File: src/rtl/time_counter.sv
// BCD wall-clock counter (hh:mm:ss) advanced by a once-per-second tick, with hold and a validated time-load handshake.
// Optional HOUR12_EN maps the displayed hour to 12h format and drives pm; internal time stays 24h.
module time_counter #(
  parameter logic [7:0] INIT_HOUR = 8'h00,
  parameter logic [7:0] INIT_MIN  = 8'h00
) (
  input  logic       clk,
  input  logic       reset,
  input  logic       one_sec,
  input  logic       hold,
  input  logic       load_valid,
  output logic       load_ready,
  input  logic [7:0] load_hour,
  input  logic [7:0] load_min,
  output logic       load_err,
  output logic [7:0] hour_bcd,
  output logic [7:0] min_bcd,
  output logic [7:0] sec_bcd,
  output logic       min_pulse,
  output logic       hour_pulse,
  output logic       day_pulse,
  output logic       pm,
  output logic [1:0] dbg_state
);

  // Handshake: a load transfers at a rising edge when load_valid && load_ready.
  // load_ready is low only during the single LOAD commit cycle.
  typedef enum logic [1:0] {
    ST_RUN  = 2'd0,
    ST_HOLD = 2'd1,
    ST_LOAD = 2'd2
  } state_e;

  state_e     state_q;
  logic [7:0] hour_q, min_q, sec_q;
  logic [7:0] hour_d, min_d, sec_d;
  logic       min_pulse_q, hour_pulse_q, day_pulse_q, load_err_q, load_ready_q;
  logic       sec_wrap, min_wrap, hour_wrap, load_ok;

  always_comb begin
    sec_wrap  = (sec_q == 8'h59);
    min_wrap  = (min_q == 8'h59);
    hour_wrap = (hour_q == 8'h23);
    sec_d  = (sec_q[3:0] == 4'd9)  ? {sec_q[7:4] + 4'd1, 4'd0}  : {sec_q[7:4], sec_q[3:0] + 4'd1};
    min_d  = (min_q[3:0] == 4'd9)  ? {min_q[7:4] + 4'd1, 4'd0}  : {min_q[7:4], min_q[3:0] + 4'd1};
    hour_d = (hour_q[3:0] == 4'd9) ? {hour_q[7:4] + 4'd1, 4'd0} : {hour_q[7:4], hour_q[3:0] + 4'd1};
    // With valid units nibbles, a plain compare bounds the tens nibble too.
    load_ok = (load_hour[3:0] <= 4'd9) && (load_min[3:0] <= 4'd9) &&
              (load_hour <= 8'h23) && (load_min <= 8'h59);
  end

  always_ff @(posedge clk or posedge reset) begin
    if (reset) begin
      state_q      <= ST_RUN;
      hour_q       <= INIT_HOUR;
      min_q        <= INIT_MIN;
      sec_q        <= 8'h00;
      min_pulse_q  <= 1'b0;
      hour_pulse_q <= 1'b0;
      day_pulse_q  <= 1'b0;
      load_err_q   <= 1'b0;
      load_ready_q <= 1'b1;
    end else begin
      min_pulse_q  <= 1'b0;
      hour_pulse_q <= 1'b0;
      day_pulse_q  <= 1'b0;
      load_err_q   <= 1'b0;
      case (state_q)
        ST_LOAD: begin
          state_q      <= hold ? ST_HOLD : ST_RUN;
          load_ready_q <= 1'b1;
        end
        default: begin
          if (load_valid) begin
            state_q      <= ST_LOAD;
            load_ready_q <= 1'b0;
            if (load_ok) begin
              hour_q <= load_hour;
              min_q  <= load_min;
              sec_q  <= 8'h00;
            end else begin
              load_err_q <= 1'b1;
            end
          end else if (state_q == ST_HOLD) begin
            if (!hold) state_q <= ST_RUN;
          end else if (hold) begin
            state_q <= ST_HOLD;
          end else if (one_sec) begin
            sec_q <= sec_wrap ? 8'h00 : sec_d;
            if (sec_wrap) begin
              min_pulse_q <= 1'b1;
              min_q       <= min_wrap ? 8'h00 : min_d;
              if (min_wrap) begin
                hour_pulse_q <= 1'b1;
                hour_q       <= hour_wrap ? 8'h00 : hour_d;
                day_pulse_q  <= hour_wrap;
              end
            end
          end
        end
      endcase
    end
  end

`ifdef HOUR12_EN
  always_comb begin
    pm = (hour_q >= 8'h12);
    case (hour_q)
      8'h00:   hour_bcd = 8'h12;
      8'h13:   hour_bcd = 8'h01;
      8'h14:   hour_bcd = 8'h02;
      8'h15:   hour_bcd = 8'h03;
      8'h16:   hour_bcd = 8'h04;
      8'h17:   hour_bcd = 8'h05;
      8'h18:   hour_bcd = 8'h06;
      8'h19:   hour_bcd = 8'h07;
      8'h20:   hour_bcd = 8'h08;
      8'h21:   hour_bcd = 8'h09;
      8'h22:   hour_bcd = 8'h10;
      8'h23:   hour_bcd = 8'h11;
      default: hour_bcd = hour_q;
    endcase
  end
`else
  assign hour_bcd = hour_q;
  assign pm       = 1'b0;
`endif

  assign min_bcd    = min_q;
  assign sec_bcd    = sec_q;
  assign min_pulse  = min_pulse_q;
  assign hour_pulse = hour_pulse_q;
  assign day_pulse  = day_pulse_q;
  assign load_err   = load_err_q;
  assign load_ready = load_ready_q;
  assign dbg_state  = state_q;

endmodule

File: config.mk
export PLATFORM = sky130hd
export DESIGN_NAME = time_counter
export DESIGN_NICKNAME = d
export VERILOG_FILES = /design/src/rtl/time_counter.sv
export SDC_FILE = /design/constraint.sdc
export NUM_CORES = 1
export LEC_CHECK = 0
export CORE_ASPECT_RATIO = 1.5
export CORE_MARGIN = 2
export CORE_UTILIZATION = 44
export CTS_CLUSTER_DIAMETER = 200
export DETAILED_ROUTE_END_ITERATION = 7
export PLACE_DENSITY_LB_ADDON = 0.1
export SLEW_MARGIN = 20
export SYNTH_ARGS = -nofsm -noshare
export SYNTH_HDL_FRONTEND = slang
export SYNTH_SLANG_ARGS = --single-unit
File: constraint.sdc
create_clock -name clk -period 2 [get_ports clk]
set_input_delay 0.3 -clock clk [delete_from_list [all_inputs] [get_ports clk]]
set_output_delay 0.3 -clock clk [all_outputs]
set_load 0.01 [all_outputs]
==> results of run 1 <==
layout make-up:
cell class,instances,area (sq um)
fillers,387,1530
multi-input cells,159,1200
flip-flops and latches,31,777
repair buffers,84,766
clock buffers,7,86.3
well taps,48,60.1
inverters,12,45.0
clock inverters,1,5.00
power groups by stage:
stage | Combinational, W | Sequential, W | Clock, W
2_1_floorplan | 0.000513 | 0.00104 | 0
5_1_grt | 0.00134 | 0.000998 | 0.000547
4_1_cts | 0.00118 | 0.000974 | 0.000527
3_3_place_gp | 0.00114 | 0.000978 | 0
6_report | 0.00121 | 0.000974 | 0.000516
3_5_place_dp | 0.00116 | 0.000981 | 0
registers in the layout, summed over array words and instances, names as in the netlist:
name        flops
day_pulse       1
dbg_state       2
hour_bcd        8
hour_pulse      1
load_err        1
load_ready      1
min_bcd         8
min_pulse       1
sec_bcd         8
critical path, stage by stage (launching register included):
cell and delay [ns]:
dfrtp_1 0.37, inv_1 0.06, ha_2 0.18, or4b_4 0.56, nor2_4 0.15, a21oi_4 0.06, nor2_4 0.17, mux2_4 0.32
synth_stat cells (3+ instances only):
| library cell | instances |
|---|---|
| a21oi_1 | 11 |
| o21ai_1 | 12 |
| nand2b_1 | 4 |
| nand3_1 | 11 |
| buf_2 | 3 |
| nor3_1 | 8 |
| dfrtp_1 | 30 |
| nand2_1 | 11 |
| a21o_1 | 4 |
| o21ai_0 | 10 |
| nand3b_1 | 3 |
| o31ai_1 | 8 |
| nor2b_1 | 3 |
| and3b_1 | 5 |
| nor2_1 | 9 |
| inv_1 | 12 |
| ha_1 | 14 |
| mux2_1 | 3 |
| and3_1 | 3 |
| mux2i_1 | 4 |
repair_timing:
item | 4_1_cts | 5_1_grt
endpoints found under the setup margin | 3 | 21
setup buffers | 1 | 1
endpoints found under the hold margin | 0 | 0
pin swaps | 3 | 2
gates resized for setup | 1 | 12
stage by stage:
stage          TNS, ns  worst slack (ns)  hold slack [ns]
4_1_cts              0          0.000763            0.419
3_3_place_gp     -2.27            -0.164            0.505
2_1_floorplan  -0.0669           -0.0163            0.372
5_1_grt         -0.644           -0.0685            0.445
6_report             0            0.0196            0.406
3_5_place_dp     -2.36            -0.168            0.515
cells by family (layout without fill, tap and decap cells):
kind of cell	Yosys count	after routing
flops	31	31
compound gates	62	62
mux	9	9
buf+inv	21	104
simple gates	69	69
other cells	1	1
xor+xnor	4	4
fa+ha+maj	14	14
worst min-delay path by stage:
stage / cells past startpoint / startpoint / endpoint / slack, ns
2_1_floorplan: 1 / load_valid / min_pulse / 0.37
3_3_place_gp: 1 / sec_bcd[3] / sec_bcd[3] / 0.51
3_5_place_dp: 1 / sec_bcd[3] / sec_bcd[3] / 0.52
4_1_cts: 3 / reset / sec_bcd[5] / 0.42
5_1_grt: 3 / reset / load_err / 0.45
6_report: 3 / reset / dbg_state[1] / 0.41
routing by layer:
metal	global-route usage [%]	vias to the layer above	wire length [um]
met2	36.2	52	2690
li1	-	939	-
met4	8.06	0	89
met5	0	-	0
met1	25.4	931	2130
met3	3.27	7	198
==> flow_metrics.tcl, run 1 <==
set metrics [dict create \
    status "finished, final reports clean" \
    syn_avg_cell_area_sq_um 9.59 \
    synth_top_family_by_area "compound AO/OA/AOI/OAI gates" \
    synthMuxAreaShare_pct 5.13 \
    p_seq_share_pct 36.0 \
    max_freq_ghz 0.505 \
    finalInstanceArea_sq_um 2940 \
    synth_compound_area_share_pct 20.4 \
    finalMaxSlewViolations 0 \
    vias 1929 \
    die_x_um 59.4 \
    clock_latency_ns 0.29 \
    p_per_area_nw_per_um2 920 \
    clock_power_share_pct 19.1 \
    p_sw_share_pct 35.2 \
    syn_inst 211 \
    netlist_area_sq_um 2020 \
    final_cells 342 \
    cp-start-kind "flop" \
    synth_fa_ha_area_share_pct 8.65 \
    syn_nets 246 \
    synthSimpleGateAreaFrac_pct 20.4 \
    yosysTopAreaCell "dfrtp_1" \
    cts-root-buf "clkbuf_8" \
    critPathLaunch "dbg_state[0]" \
    p_switching_w 0.000951 \
    grt_max_degree 32 \
    initial_utilization_pct 45.3 \
    io_buffer_count 51 \
    rrSetupSlack_ns 0.02 \
    cts_tree "built" \
    final_util_pct 65.8 \
    critPathMaxFanout 4 \
    clk_pin_slew_ns 0.06 \
    ys_dominant_reg_cell "dfrtp_1" \
    grt_pass1_wl_um 8330 \
    hold_class "in2async" \
    place_inst 332 \
    antenna_found_initial 0 \
    power_w 0.00270 \
    maxCapViolations 0 \
    finalSetupViolations 0 \
    gp_congestion 0.817 \
    htreeDepth 2 \
    clock_path_buffers 2 \
    synth_async_sr_flop_share_pct 100 \
    power.leakage_nw 1.30 \
    yosys.area_share.xor_xnor_pct 1.73 \
    post_dp_cell_area_sq_um 2780 \
    io_pins 53 \
    rsz0062_at_grt "true" \
    synth.area.top_cells "dfrtp_1 37%, ha_1 8.7%, o21ai_1 3.0%" \
    netlist-cell-type-count 52 \
    ys_seq_elements 31 \
    final_common_cell "clkdlybuf4s50_1" \
    core_region_area_sq_um 4470 \
    synthToLayoutAreaGrowth_pct 45.2 \
    drt_iter0_markers 85 \
    p_int_w 0.00175 \
    dp_hpwl_um 3880 \
    final_cell_mix "51 x clkdlybuf4s50_1, 31 x buf_4, 30 x dfrtp_1" \
    vdd_drop_max_uv 575 \
    grt_overflow_total 0 \
    die_area_sq_um 5170 \
    end_kind "flop" \
    finClkSkew_ns 0.00879 \
    viasPerCell 5.64 \
    numCtsBuffers 5 \
    die-height_um 87.1 \
    required_ns 2.17 \
    dr.pass1.iters 4 \
    critPathKind "reg2reg" \
    antenna_cells 0 \
    final_hold_viol_count 0 \
    ys_seq_area_share_pct 38.4 \
    grt_usage_pct 20.9 \
    r2r_cells 7 \
    synth_enable_flop_cells 0 \
    power_frac_comb_pct 44.9 \
    fin_crit_ns 1.98 \
    cts.sinks 31 \
    cts-hold-fix-buffers 0 \
    nets 328 \
    r2r_start "dbg_state[0]" \
    wl_um 5100 \
    r2r_end "hour_bcd[1]" \
    drive_gt1_share_pct 22.1 \
    synth_top_area_share_pct 37.1 \
    drc 0 \
    wl_per_cell_um 14.9 \
    cp.arrival_ns 2.15 \
    ant_nets 0 \
    ys.warnings.count 0 \
    critPathCapture "hour_bcd[1]" \
    grt_pass1_vias 1836 \
    rows 30 \
    fin_crit_sh_pct 99.0 \
]
Note: power is estimated with default switching activity, not from simulation.
==> inputs of run 2 (changes only) <==
==> constraint.sdc (replaced) <==
create_clock -name clk -period 2 [get_ports clk]
set_input_delay 0.6 -clock clk [delete_from_list [all_inputs] [get_ports clk]]
set_output_delay 0.6 -clock clk [all_outputs]
set_load 0.01 [all_outputs]
==> run 2 against run 1 <==
  * The flow now finishes with violations (negative setup slack)
  * Combinational power is essentially flat
  * Final area increased by 2.6%
  * Cell count up 1.2%
  * Fmax decreased by 3.6%
  * Clock power barely moved
  * Clock skew is 0.00099 ns higher
  * Die area unchanged
  * Critical path depth did not move
  * Total power up 0.34%
  * Clock-buffer cell count unchanged
  * Sequential power is 0.6% higher
  * Sequential cell count did not move
  * Critical path type unchanged
  * Largest cell class unchanged
  * Largest power group unchanged
==> flow_metrics.tcl, run 2 (same netlist as run 1, synthesis figures left out) <==
set metrics [dict create \
    clk_pin_slew_ns 0.07 \
    power_w 0.00271 \
    dr.pass1.iters 5 \
    filler_cell_count 389 \
    drc 0 \
    rsz0062_at_grt "true" \
    clock_latency_ns 0.28 \
    finClkSkew_ns 0.00978 \
    die_x_um 59.4 \
    final_hold_viol_count 0 \
    wl_per_cell_um 15.3 \
    dp_hpwl_um 3940 \
    cp.arrival_ns 2.21 \
    critPathKind "reg2reg" \
    r2r_end "hour_bcd[3]" \
    die_area_sq_um 5170 \
    vdd_drop_max_uv 553 \
    numCtsBuffers 5 \
    grt_usage_pct 21.7 \
    finalMaxSlewViolations 0 \
    drive_gt1_share_pct 25.2 \
    cp-start-kind "flop" \
    grt_max_degree 32 \
    rows 30 \
    viasPerCell 5.56 \
    p_per_area_nw_per_um2 899 \
    antenna_cells 0 \
    critPathMaxFanout 4 \
    hold_path_depth 1 \
    violations "negative setup slack" \
    gp_congestion 0.817 \
    nets 332 \
    r2r_start "dbg_state[0]" \
    place_ws_ns -0.477 \
    finalSetupViolations 3 \
    multi_input_area_sq_um 1240 \
    final_common_cell "clkdlybuf4s50_1" \
    rrSetupSlack_ns -0.06 \
    die-height_um 87.1 \
    wl_um 5310 \
    status "finished with violations" \
    maxCapViolations 0 \
    hold_class "reg2reg" \
    grt_pass1_wl_um 8690 \
    power.leakage_nw 1.40 \
    initial_utilization_pct 45.3 \
    antenna_found_initial 0 \
    io_buffer_count 51 \
    fin_crit_sh_pct 103 \
    hold_end "sec_bcd[3]" \
    required_ns 2.16 \
    place_inst 334 \
    holdCritStartpoint "sec_bcd[3]" \
    grt_overflow_total 0 \
    io_pins 53 \
    final_cells 346 \
    vias 1923 \
    cts-root-buf "clkbuf_8" \
    seq_area_sq_um 777 \
    clock_path_buffers 2 \
    worst_slack_ns -0.0551 \
    cts-hold-fix-buffers 0 \
    cts.sinks 31 \
    max_freq_ghz 0.487 \
    ant_nets 0 \
    fin_crit_ns 2.06 \
    htreeDepth 2 \
    final_cell_mix "38 x clkdlybuf4s50_1, 33 x buf_4, 30 x dfrtp_1" \
    cts_tree "built" \
    r2r_cells 7 \
    core_region_area_sq_um 4470 \
    drt_iter0_markers 88 \
    synthToLayoutAreaGrowth_pct 49.0 \
    grt_pass1_vias 1868 \
    final_util_pct 67.5 \
    end_kind "flop" \
]
==> run 2: cell types whose count changed in the layout (fill, tap and decap cells not counted), sizes merged <==
cell / delta
clkdlybuf4s50: -13
dlygate4sd2: +8
dlymetal6s2s: +5
buf: +4
==> run 2: report_power, final <==
| part | switching [W] | leakage [nW] | total [W] | internal (W) |
|---|---|---|---|---|
| logic | 0.000533 | 0.961 | 0.00122 | 0.000684 |
| clock network | 0.000237 | 0.0482 | 0.000515 | 0.000278 |
| registers | 0.000192 | 0.386 | 0.000980 | 0.000788 |
| total | 0.000963 | 1.40 | 0.00271 | 0.00175 |
==> run 2: how the worst max path moves through the flow <==
stage             endpoint  slack (ns)          from  cells past startpoint
2_1_floorplan  hour_bcd[5]       -0.02  dbg_state[0]                      7
3_3_place_gp   hour_bcd[1]       -0.48   load_min[5]                      6
3_5_place_dp   hour_bcd[3]       -0.48   load_min[5]                      6
4_1_cts        hour_bcd[3]       -0.06  dbg_state[0]                      7
5_1_grt        hour_bcd[3]       -0.13  dbg_state[0]                      7
6_report       hour_bcd[3]       -0.06  dbg_state[0]                      7
==> run 2: layout make-up <==
type	count	share of cell area, %
multi-input combinational	159	41.0
timing repair buffer	88	26.7
sequential	31	25.8
clock buffer	7	2.86
tap	48	1.99
inverter	12	1.49
clock inverter	1	0.166
==> run 2: repair_timing <==
action | 4_1_cts | 5_1_grt
endpoints found under the setup margin | 25 | 22
pin swaps | 6 | 6
resized for setup | 16 | 21
setup buffers | 2 | 2
hold endpoints to repair | 0 | 0
==> run 2: worst max-delay path, cell delays in order (launching register included) <==
cell and delay (ns):
dfrtp_1 0.38, inv_1 0.06, ha_2 0.18, or4b_4 0.58, nor2_4 0.16, a21oi_4 0.08
nor2_4 0.18, mux2_4 0.32
==> run 2: metal layers <==
layer	wire, um	track usage, %	vias up
li1	-	-	942
met5	0	0	-
met3	166	3.12	9
met4	90	7.02	0
met1	2260	27.6	924
met2	2790	36.9	48
==> run 2: metrics by stage <==
| stage | area (sq um) | hold slack [ns] | TNS (ns) |
|---|---|---|---|
| finish | 3020 | 0.530 | -0.137 |
| global route | 3020 | 0.554 | -1.37 |
| CTS | 2920 | 0.525 | -0.143 |
| detailed placement | 2800 | 0.516 | -10.13 |
| global placement | 2800 | 0.504 | -10.28 |
| floorplan | 2040 | 0.539 | -0.0669 |
